### config.mk
export PLATFORM = sky130hd
export DESIGN_NAME = readout_sched
export DESIGN_NICKNAME = d
export VERILOG_FILES = /design/src/rtl/readout_pkg.sv /design/src/rtl/l1a_req_fifo.sv /design/src/rtl/readout_sched.sv
export SDC_FILE = /design/constraint.sdc
export NUM_CORES = 1
export LEC_CHECK = 0
export CORE_MARGIN = 4
export CORE_UTILIZATION = 55
export DETAILED_ROUTE_END_ITERATION = 8
export GPL_TIMING_DRIVEN = 0
export PLACE_DENSITY = 0.79
export SLEW_MARGIN = 40
export SYNTH_ARGS = -nofsm -noshare
export SYNTH_HDL_FRONTEND = slang
export SYNTH_HIERARCHICAL = 1
export SYNTH_SLANG_ARGS = --single-unit
### constraint.sdc
create_clock -name CLK -period 3.4 [get_ports CLK]
set_clock_uncertainty 0.15 [all_clocks]
set_input_delay 1.02 -clock CLK [delete_from_list [all_inputs] [get_ports CLK]]
set_output_delay 1.02 -clock CLK [all_outputs]
set_load 0.02 [all_outputs]
### src/rtl/readout_pkg.sv
// Shared types for the L1A readout scheduler: FSM encoding, queue entry, counter widths.
// Latency: none (types and pure functions only).
// Backpressure: not applicable.
package readout_pkg;

  localparam int ADR_W   = 4;
  localparam int NUM_W   = 6;
  localparam int ENTRY_W = ADR_W + NUM_W;
  localparam int DROP_W  = 8;
  localparam int OCC_W   = 4;

  typedef enum logic [2:0] {
    ST_IDLE    = 3'd0,
    ST_START   = 3'd1,
    ST_WAIT    = 3'd2,
    ST_RELEASE = 3'd3,
    ST_GAP     = 3'd4
  } state_t;

  typedef struct packed {
    logic [ADR_W-1:0] adr;
    logic [NUM_W-1:0] num;
  } entry_t;

  // Bitwise 2-of-3 majority over three copies of the state register.
  function automatic state_t vote3(input state_t a, input state_t b, input state_t c);
    return state_t'((a & b) | (a & c) | (b & c));
  endfunction

endpackage

### src/rtl/l1a_req_fifo.sv
// FIFO of pending L1A readout requests with occupancy and first-word-fall-through head.
// Latency: a push is visible in occ and head on the cycle after it is sampled.
// Backpressure: push is ignored when full unless a pop happens in the same cycle.
module l1a_req_fifo
  import readout_pkg::*;
#(
  parameter int DEPTH = 4
) (
  input  logic             CLK,
  input  logic             RST_N,
  input  logic             push,
  input  entry_t           push_dat,
  input  logic             pop,
  output logic             full,
  output logic [OCC_W-1:0] occ,
  output entry_t           head
);

  localparam int AW = $clog2(DEPTH);
  // Pointers carry one extra wrap bit so full and empty are distinguishable.
  localparam logic [AW:0] FULL_CNT = (AW + 1)'(DEPTH);

  entry_t      mem [DEPTH];
  logic [AW:0] wptr;
  logic [AW:0] rptr;
  logic [AW:0] cnt;
  logic        rd;
  logic        wr;

  assign cnt  = wptr - rptr;
  assign full = (cnt == FULL_CNT);
  assign occ  = OCC_W'(cnt);
  assign head = mem[rptr[AW-1:0]];
  assign rd   = pop && (cnt != '0);
  assign wr   = push && (!full || rd);

  // Pointer update; low bits index storage so both wrap modulo DEPTH.
  always_ff @(posedge CLK) begin
    if (!RST_N) begin
      wptr <= '0;
      rptr <= '0;
    end else begin
      if (wr) wptr <= wptr + 1'b1;
      if (rd) rptr <= rptr + 1'b1;
    end
  end

  // Entry storage; contents are don't-care until written, so no reset.
  always_ff @(posedge CLK) begin
    if (wr) mem[wptr[AW-1:0]] <= push_dat;
  end

endmodule

### src/rtl/readout_sched.sv
// Schedules SCA block readouts from queued L1A requests and releases blocks when done.
// Latency: push into empty queue -> RD_START 2 cycles later; RD_DONE -> BLK_FREE next cycle.
// Backpressure: pushes beyond DEPTH are dropped and counted (saturating), never stalled.
module readout_sched
  import readout_pkg::*;
#(
  parameter int TMR     = 0,
  parameter int DEPTH   = 4,
  parameter int TMO_CYC = 1023
) (
  input  logic              CLK,
  input  logic              RST_N,
  input  logic              L1A_PUSH,
  input  logic [ADR_W-1:0]  L1A_ADR,
  input  logic [NUM_W-1:0]  L1A_NUM,
  output logic              L1A_FULL,
  output logic [OCC_W-1:0]  OCC,
  output logic              RD_START,
  output logic [ADR_W-1:0]  RD_ADR,
  output logic [NUM_W-1:0]  RD_NUM,
  input  logic              RD_DONE,
  output logic              RD_BUSY,
  output logic              BLK_FREE,
  output logic [ADR_W-1:0]  BLK_FREE_ADR,
  output logic              TMO_ERR,
  output logic [DROP_W-1:0] DROP_CNT
);

  localparam int NCOPY = (TMR != 0) ? 3 : 1;
  localparam int WDW   = $clog2(TMO_CYC + 1);
  // Watchdog value on the TMO_CYC-th WAIT cycle (counter starts at 0 on entry).
  localparam logic [WDW-1:0] WD_LAST = WDW'(TMO_CYC - 1);

  state_t           st_q [NCOPY];
  state_t           st;
  logic [WDW-1:0]   wdog;
  logic             pop;
  logic             push_ok;
  logic             fifo_full;
  logic [OCC_W-1:0] fifo_occ;
  entry_t           push_dat;
  entry_t           head;

  if (TMR != 0) begin : g_tmr
    assign st = vote3(st_q[0], st_q[1], st_q[2]);
  end else begin : g_simplex
    assign st = st_q[0];
  end

  assign pop      = (st == ST_START);
  assign push_ok  = L1A_PUSH && (!fifo_full || pop);
  assign push_dat = '{adr: L1A_ADR, num: L1A_NUM};
  assign L1A_FULL = fifo_full;
  assign OCC      = fifo_occ;

  l1a_req_fifo #(.DEPTH(DEPTH)) u_fifo (
    .CLK      (CLK),
    .RST_N    (RST_N),
    .push     (push_ok),
    .push_dat (push_dat),
    .pop      (pop),
    .full     (fifo_full),
    .occ      (fifo_occ),
    .head     (head)
  );

  // Count pushes refused by a full queue, holding at all-ones.
  always_ff @(posedge CLK) begin
    if (!RST_N) begin
      DROP_CNT <= '0;
    end else if (L1A_PUSH && !push_ok && (DROP_CNT != '1)) begin
      DROP_CNT <= DROP_CNT + 1'b1;
    end
  end

  // Readout FSM with registered outputs; every copy of the state is rewritten each cycle.
  always_ff @(posedge CLK) begin
    if (!RST_N) begin
      st_q         <= '{default: ST_IDLE};
      RD_START     <= 1'b0;
      RD_BUSY      <= 1'b0;
      BLK_FREE     <= 1'b0;
      RD_ADR       <= '0;
      RD_NUM       <= '0;
      BLK_FREE_ADR <= '0;
      TMO_ERR      <= 1'b0;
      wdog         <= '0;
    end else begin
      st_q     <= '{default: st};
      RD_START <= 1'b0;
      BLK_FREE <= 1'b0;
      case (st)
        ST_IDLE: begin
          if (fifo_occ != '0) begin
            st_q     <= '{default: ST_START};
            RD_START <= 1'b1;
            RD_BUSY  <= 1'b1;
            RD_ADR   <= head.adr;
            RD_NUM   <= head.num;
          end
        end
        ST_START: begin
          st_q <= '{default: ST_WAIT};
          wdog <= '0;
        end
        ST_WAIT: begin
          // A completion arriving on the expiry cycle wins over the timeout.
          if (RD_DONE) begin
            st_q         <= '{default: ST_RELEASE};
            BLK_FREE     <= 1'b1;
            BLK_FREE_ADR <= RD_ADR;
          end else if (wdog == WD_LAST) begin
            st_q         <= '{default: ST_RELEASE};
            BLK_FREE     <= 1'b1;
            BLK_FREE_ADR <= RD_ADR;
            TMO_ERR      <= 1'b1;
          end else begin
            wdog <= wdog + 1'b1;
          end
        end
        ST_RELEASE: begin
          st_q    <= '{default: ST_GAP};
          RD_BUSY <= 1'b0;
        end
        ST_GAP: begin
          st_q <= '{default: ST_IDLE};
        end
        default: begin
          st_q    <= '{default: ST_IDLE};
          RD_BUSY <= 1'b0;
        end
      endcase
    end
  end

endmodule
=== After elaboration in Yosys (flattened, before gate mapping) ===
Memories as Yosys holds them, arrays and structs flattened. A register that Yosys moved wholly into a read port is not among the register bits.
Cells that the tools add are included.

* Flip-flop bits (word level): 35
* Bits in writable memories: 40
* Output and inout bits: 31
* Word-level logic and storage cells: 69
* Memories kept: 1

* $add $sub $neg: 5
* Equal/unequal tests: 11
* Muxes and demuxes: 16
* Bitwise logic cells: 2
* Reduce and logical (&&, ||, !) cells: 24

{| class="wikitable"
|+ Memories
! memory !! words !! width !! read ports !! clocked after memory_dff !! wr ports !! line !! text
|-
| u_fifo.mem || 4 || 10 || 1 || 1 || 1 || l1a_req_fifo.sv:23 || <nowiki>entry_t mem [DEPTH];</nowiki>
|}

{| class="wikitable"
|+ Operators with widths
! cell !! count
|-
| $mux W10 || 2
|-
| $pmux W10 S2 || 1
|-
| $pmux W3 S4 || 1
|-
| $reduce_and A2 Y1 || 6
|-
| $add A10 B1 Y10 const B || 1
|-
| $eq A10 B10 Y1 const B || 1
|-
| $mux W3 || 3
|-
| $add A8 B1 Y8 const B || 1
|-
| $mux W4 || 2
|-
| $ne A8 B8 Y1 const B || 1
|-
| $add A3 B1 Y3 const B || 2
|-
| $eq A3 B2 Y1 const B || 2
|-
| $eq A3 B3 Y1 const B || 2
|-
| $mux W1 || 6
|-
| $ne A2 B2 Y1 const B || 3
|-
| $reduce_and A3 Y1 || 2
|-
| $logic_and A1 B1 Y1 || 5
|-
| $reduce_bool A2 Y1 || 2
|-
| $reduce_bool A4 Y1 || 1
|-
| $eq A3 B1 Y1 const B || 1
|-
| $logic_not A1 Y1 || 3
|-
| $logic_not A3 Y1 || 1
|-
| $ne A3 B3 Y1 const B || 1
|-
| $reduce_bool A3 Y1 || 1
|-
| 5 further kinds || 7
|}

=== Longest topological paths before layout ===
* Depth in word-level cells: 8
* Gate-level depth with buffers: 11

=== By module ===
Netlist, hierarchy kept.

{| class="wikitable"
|+ Modules (own cells, without submodules)
! module !! instances !! cells an instance !! area an instance (µm²)
|-
| l1a_req_fifo || 1 || 110 || 1963.1
|-
| readout_sched || 1 || 192 || 1692.9
|}

=== Worst setup path after synthesis ===
No wires, ideal clock.

* Kind: reg2reg
* From: register u_fifo.wptr[0]
* To: memory u_fifo/mem[3][0] in the netlist's numbering, enable pin
* Arrival: 2445 ps
* Setup slack: 425 ps
* Stages on the path, launching flop included: 9
* Path buffers: 0
* Period minus slack after synthesis: 2975 ps
* Cell sequence: dfxtp_1 inv_1 ha_1 fa_1 xnor3_1 nor2_1 a21boi_0 nand2_1 a21oi_1

* Longest elaborated chain between the ends: 8
* Elaborated cells on any way between the ends: 11

{| class="wikitable"
|+ Ends and longest elaborated chain
! item !! line !! text
|-
| start, declared || l1a_req_fifo.sv:24 || <nowiki>logic [AW:0] wptr;</nowiki>
|-
| start signal, assigned || l1a_req_fifo.sv:43 || <nowiki>if (wr) wptr <= wptr + 1'b1;</nowiki>
|-
| $sub A3 B3 Y3 || l1a_req_fifo.sv:30 || <nowiki>assign cnt = wptr - rptr;</nowiki>
|-
| $eq A3 B3 Y1 || l1a_req_fifo.sv:31 || <nowiki>assign full = (cnt == FULL_CNT);</nowiki>
|-
| named net L1A_FULL || readout_sched.sv:16 || <nowiki>output logic L1A_FULL,</nowiki>
|-
| $logic_not A1 Y1 || readout_sched.sv:51 || <nowiki>assign push_ok = L1A_PUSH && (!fifo_full || pop);</nowiki>
|-
| $logic_or A1 B1 Y1 || readout_sched.sv:51 ||
|-
| $logic_and A1 B1 Y1 || readout_sched.sv:51 ||
|-
| named net push_ok || readout_sched.sv:38 || <nowiki>logic push_ok;</nowiki>
|-
| $logic_and A1 B1 Y1 || l1a_req_fifo.sv:35 || <nowiki>assign wr = push && (!full || rd);</nowiki>
|-
| $mux W1 || l1a_req_fifo.sv:50 || <nowiki>if (wr) mem[wptr[AW-1:0]] <= push_dat;</nowiki>
|-
| $mux W1 (not written as such) || l1a_req_fifo.sv:50 ||
|-
| end, declared || l1a_req_fifo.sv:23 ||
|}

The timed path passes the listed nets, and every way through them passes these cells.

=== Final worst setup path ===
* From: register u_fifo.wptr[0]
* To: output OCC[2]

* Longest elaborated chain between the ends: 1

{| class="wikitable"
|+ Ends and longest elaborated chain
! item !! line !! text
|-
| $sub A3 B3 Y3 || l1a_req_fifo.sv:30 ||
|-
| end, declared || readout_sched.sv:17 || <nowiki>output logic [OCC_W-1:0] OCC,</nowiki>
|}

No other way between the ends.

==> run metrics <==
outcome finished, final reports clean; RSZ-0062 raised after global routing no; largest net degree at the start of global routing 19; number of H-tree levels 3; cell mode on critical path inv_1; startpoint class of the critical path flip-flop; worst r2r path cells 9; top area cells in the synthesized netlist edfxtp_1, dfxtp_1, mux4_2, mux2i_1, nor2_1; DPL Wire Length 4840 um; syn avg cell area 12.1 um^2; Max FO, Critical Path 4; CP delay by family, top adder cells; gr ovfl total 0; Via Count 2,464; # nets final 383; Max-slew headroom 53.9%; hold wc startpoint BLK_FREE_ADR[3]; Setup Crit Path Kind flip-flop to primary output; Avg Vias per Cell 5.59; Final Critical Period 3280 ps; Die H 89.5 um; core area 0.00639 mm^2; Period Utilization, post-route 96.4%; ys async rst share 0%; Crit path largest cell delay 370 ps; FF-to-FF Start u_fifo/wptr[0]; leading area contributor after synthesis edfxtp_1; leakage 1.57 nW; worst-skew pair later-pin latency 350 ps; initial antenna violation count 0; Detail Route Antenna Nets 0; I/O pin cnt 45; cell count after synthesis 302; reg2reg end u_fifo/mem[3][9]; DRT iter0 DRCs 77; TritonRoute pass-1 iters 5; Compound-Gate Fraction of Synth Area 6.02%; vias in the first global route 2,380; DRC Markers 0; layout cell share with drive strength beyond 1 14.3%; measured slew at the worst slew-check pin 692 ps; pre-CTS WS -295 ps; sequential element share of the synthesized area 58.6%; WL final 6860 um; Max Root-Sink Buffers 2; Crit path buffers/inverters 3; max-slew violation count 0; mux contribution to synthesized area 10.5%; area growth from synthesis to final layout 20.8%; number of diodes 0; Post-synth EDFFs 40; Final Hold Vio Count 0; Core Rows 29; adder and majority gate portion of the synthesized area 3.63%; CTS tree done; syn nets 326; hold path endpoint BLK_FREE_ADR[3]; main combinational cell family by area after synthesis simple AND/OR/NAND/NOR gates; R2R setup slack 240 ps; stages on the worst setup path 6; CP cell instances inv_1 -> ha_1 -> fa_2 -> xnor3_2 -> inv_1 -> clkdlybuf4s15_2; CTS root buf clkbuf_8; Die Span X 89.5 um; top-area cell type share of the netlist area 32.9%; Synth Cell Area 0.00366 mm^2; max_cap viols 0; Final Power 3.45 mW; Slowest cell on crit path dfxtp_2; CTS buffer count 9; flops & latches, synth 87; Power Dens Cells 780 mW/mm^2; GPL Wtd Cong 0.778; YS warnings 6; clock slew at the register clock pins of the worst setup and hold paths 90 ps; data required time at the worst endpoint 2230 ps; Post-Synth Simple-Gate Area 14.7%; GRT Util Overall 18.6%; setup ws final 124 ps; first-pass GRT wire length 11,200 um; Initial Util 57.2%; post-synthesis cell type count 43; drt wl/cell 15.6 um; maximum VDD drop 484 uV; ys flop type dfxtp_1; CP endpoint kind primary output; Fmax achieved 0.305 GHz; worst hold stages 2; clk sinks 87; Final Setup Violations 0; Tightest Hold Check Type flip-flop to flip-flop; Die Area 0.00802 mm^2; XOR/XNOR share of the synthesized area 3.25%; count of input and output buffers 43; WP data arrival 2110 ps
## through the flow
step / TNS, ps / utilization [%] / instance area [um^2] / hold slack, ps / cells
2_1_floorplan: 0 / - / 3660 / 305 / 302
3_3_place_gp: -3530 / 65.5 / 4180 / 298 / 422
3_5_place_dp: -2150 / 65.6 / 4190 / 311 / 422
4_1_cts: 0 / 69.2 / 4420 / 324 / 441
5_1_grt: 0 / 69.2 / 4420 / 339 / 441
6_report: 0 / 69.2 / 4420 / 317 / 441
## sequential cells by signal, indices dropped and copies added (netlist names), 3 cells and up, named ones only
| name | cells |
|---|---|
| wdog | 10 |
| u_fifo/wptr | 3 |
| u_fifo/rptr | 3 |
| BLK_FREE_ADR | 4 |
| RD_NUM | 6 |
| RD_ADR | 4 |
| st | 3 |
| DROP_CNT | 8 |
| u_fifo/mem | 40 |
## what timing repair did
item,in CTS,in global routing
endpoints found under the setup margin,33,8
buffers inserted,3,0
hold buffers,0,0
gates resized for setup,14,2
pin swaps,1,0
## power breakdown
part | internal, mW | total, mW | switching (mW) | leakage (nW)
clock | 0.288 | 0.691 | 0.403 | 0.0970
combinational | 0.617 | 1.34 | 0.719 | 0.721
sequential | 1.30 | 1.42 | 0.113 | 0.749
## metal layers
layer / track usage [%] / share of wire, % / vias up
li1: - / - / 1212
met1: 24.4 / 45 / 1173
met2: 29.5 / 49 / 70
met3: 4.70 / 4.6 / 9
met4: 7.85 / 1.4 / 0
met5: 0 / 0 / -
## cells in the mapped netlist (2+ instances only)
| library cell | n |
|---|---|
| a21boi_0 | 2 |
| a21oi_1 | 12 |
| and2_1 | 6 |
| and4_1 | 2 |
| buf_1 | 2 |
| buf_2 | 2 |
| buf_6 | 3 |
| clkbuf_1 | 4 |
| dfxtp_1 | 47 |
| edfxtp_1 | 40 |
| ha_1 | 9 |
| inv_1 | 11 |
| mux2i_1 | 16 |
| mux4_2 | 10 |
| nand2_1 | 26 |
| nand2b_1 | 3 |
| nand3_1 | 12 |
| nand4_1 | 7 |
| nor2_1 | 31 |
| nor3_1 | 8 |
| nor4_1 | 3 |
| o21ai_0 | 11 |
| o221a_2 | 3 |
| or3_1 | 4 |
| xnor2_1 | 10 |
## final cells by class
| class | count | area, um^2 |
|---|---|---|
| multi-input cells | 192 | 1420 |
| repair buffers | 46 | 448 |
| well taps | 77 | 96.3 |
| inverters | 11 | 41.3 |
| flip-flops and latches | 87 | 2140 |
| clock inverters | 7 | 72.6 |
| clock buffers | 9 | 124 |
| fillers | 465 | 1970 |
| plain buffers | 12 | 73.8 |
## placed cells by master (no fill, tap or decap), types with 11 or more instances in the layout
| cell type | n |
|---|---|
| nand2_1 | 26 |
| a21oi_1 | 11 |
| nand3_1 | 12 |
| dfxtp_1 | 46 |
| edfxtp_1 | 40 |
| nor2_1 | 30 |
| clkdlybuf4s50_1 | 40 |
| inv_1 | 11 |
| mux2i_1 | 16 |
| o21ai_0 | 11 |
## worst register-to-register path: stages, from the launching register on
cell and delay [ps]:
dfxtp_2 370, inv_1 90, ha_1 220, fa_2 370, xnor3_2 300, nor2_4 60, buf_4 140, a21boi_0 390
nand2_1 160, a21oi_2 550
## worst max-delay path by stage
stage | startpoint | end | slack, ps
finish | u_fifo/wptr[0] | OCC[2] | 120
global route | u_fifo/wptr[0] | OCC[2] | 30
CTS | u_fifo/wptr[0] | L1A_FULL | 40
global placement | u_fifo/wptr[0] | L1A_FULL | -260
detailed placement | u_fifo/wptr[0] | L1A_FULL | -290
floorplan | u_fifo/wptr[0] | u_fifo/mem[3][0] | 420
## logic make-up after synthesis
kind of cell | after synthesis
and+or+nand+nor | 109
DFF | 87
AOI/OAI and AO/OA | 34
muxes | 26
buffers and inverters | 23
xor gates and xnor gates | 12
adders and majority gates | 10
other | 1
Power figures use the tool's default switching activity.
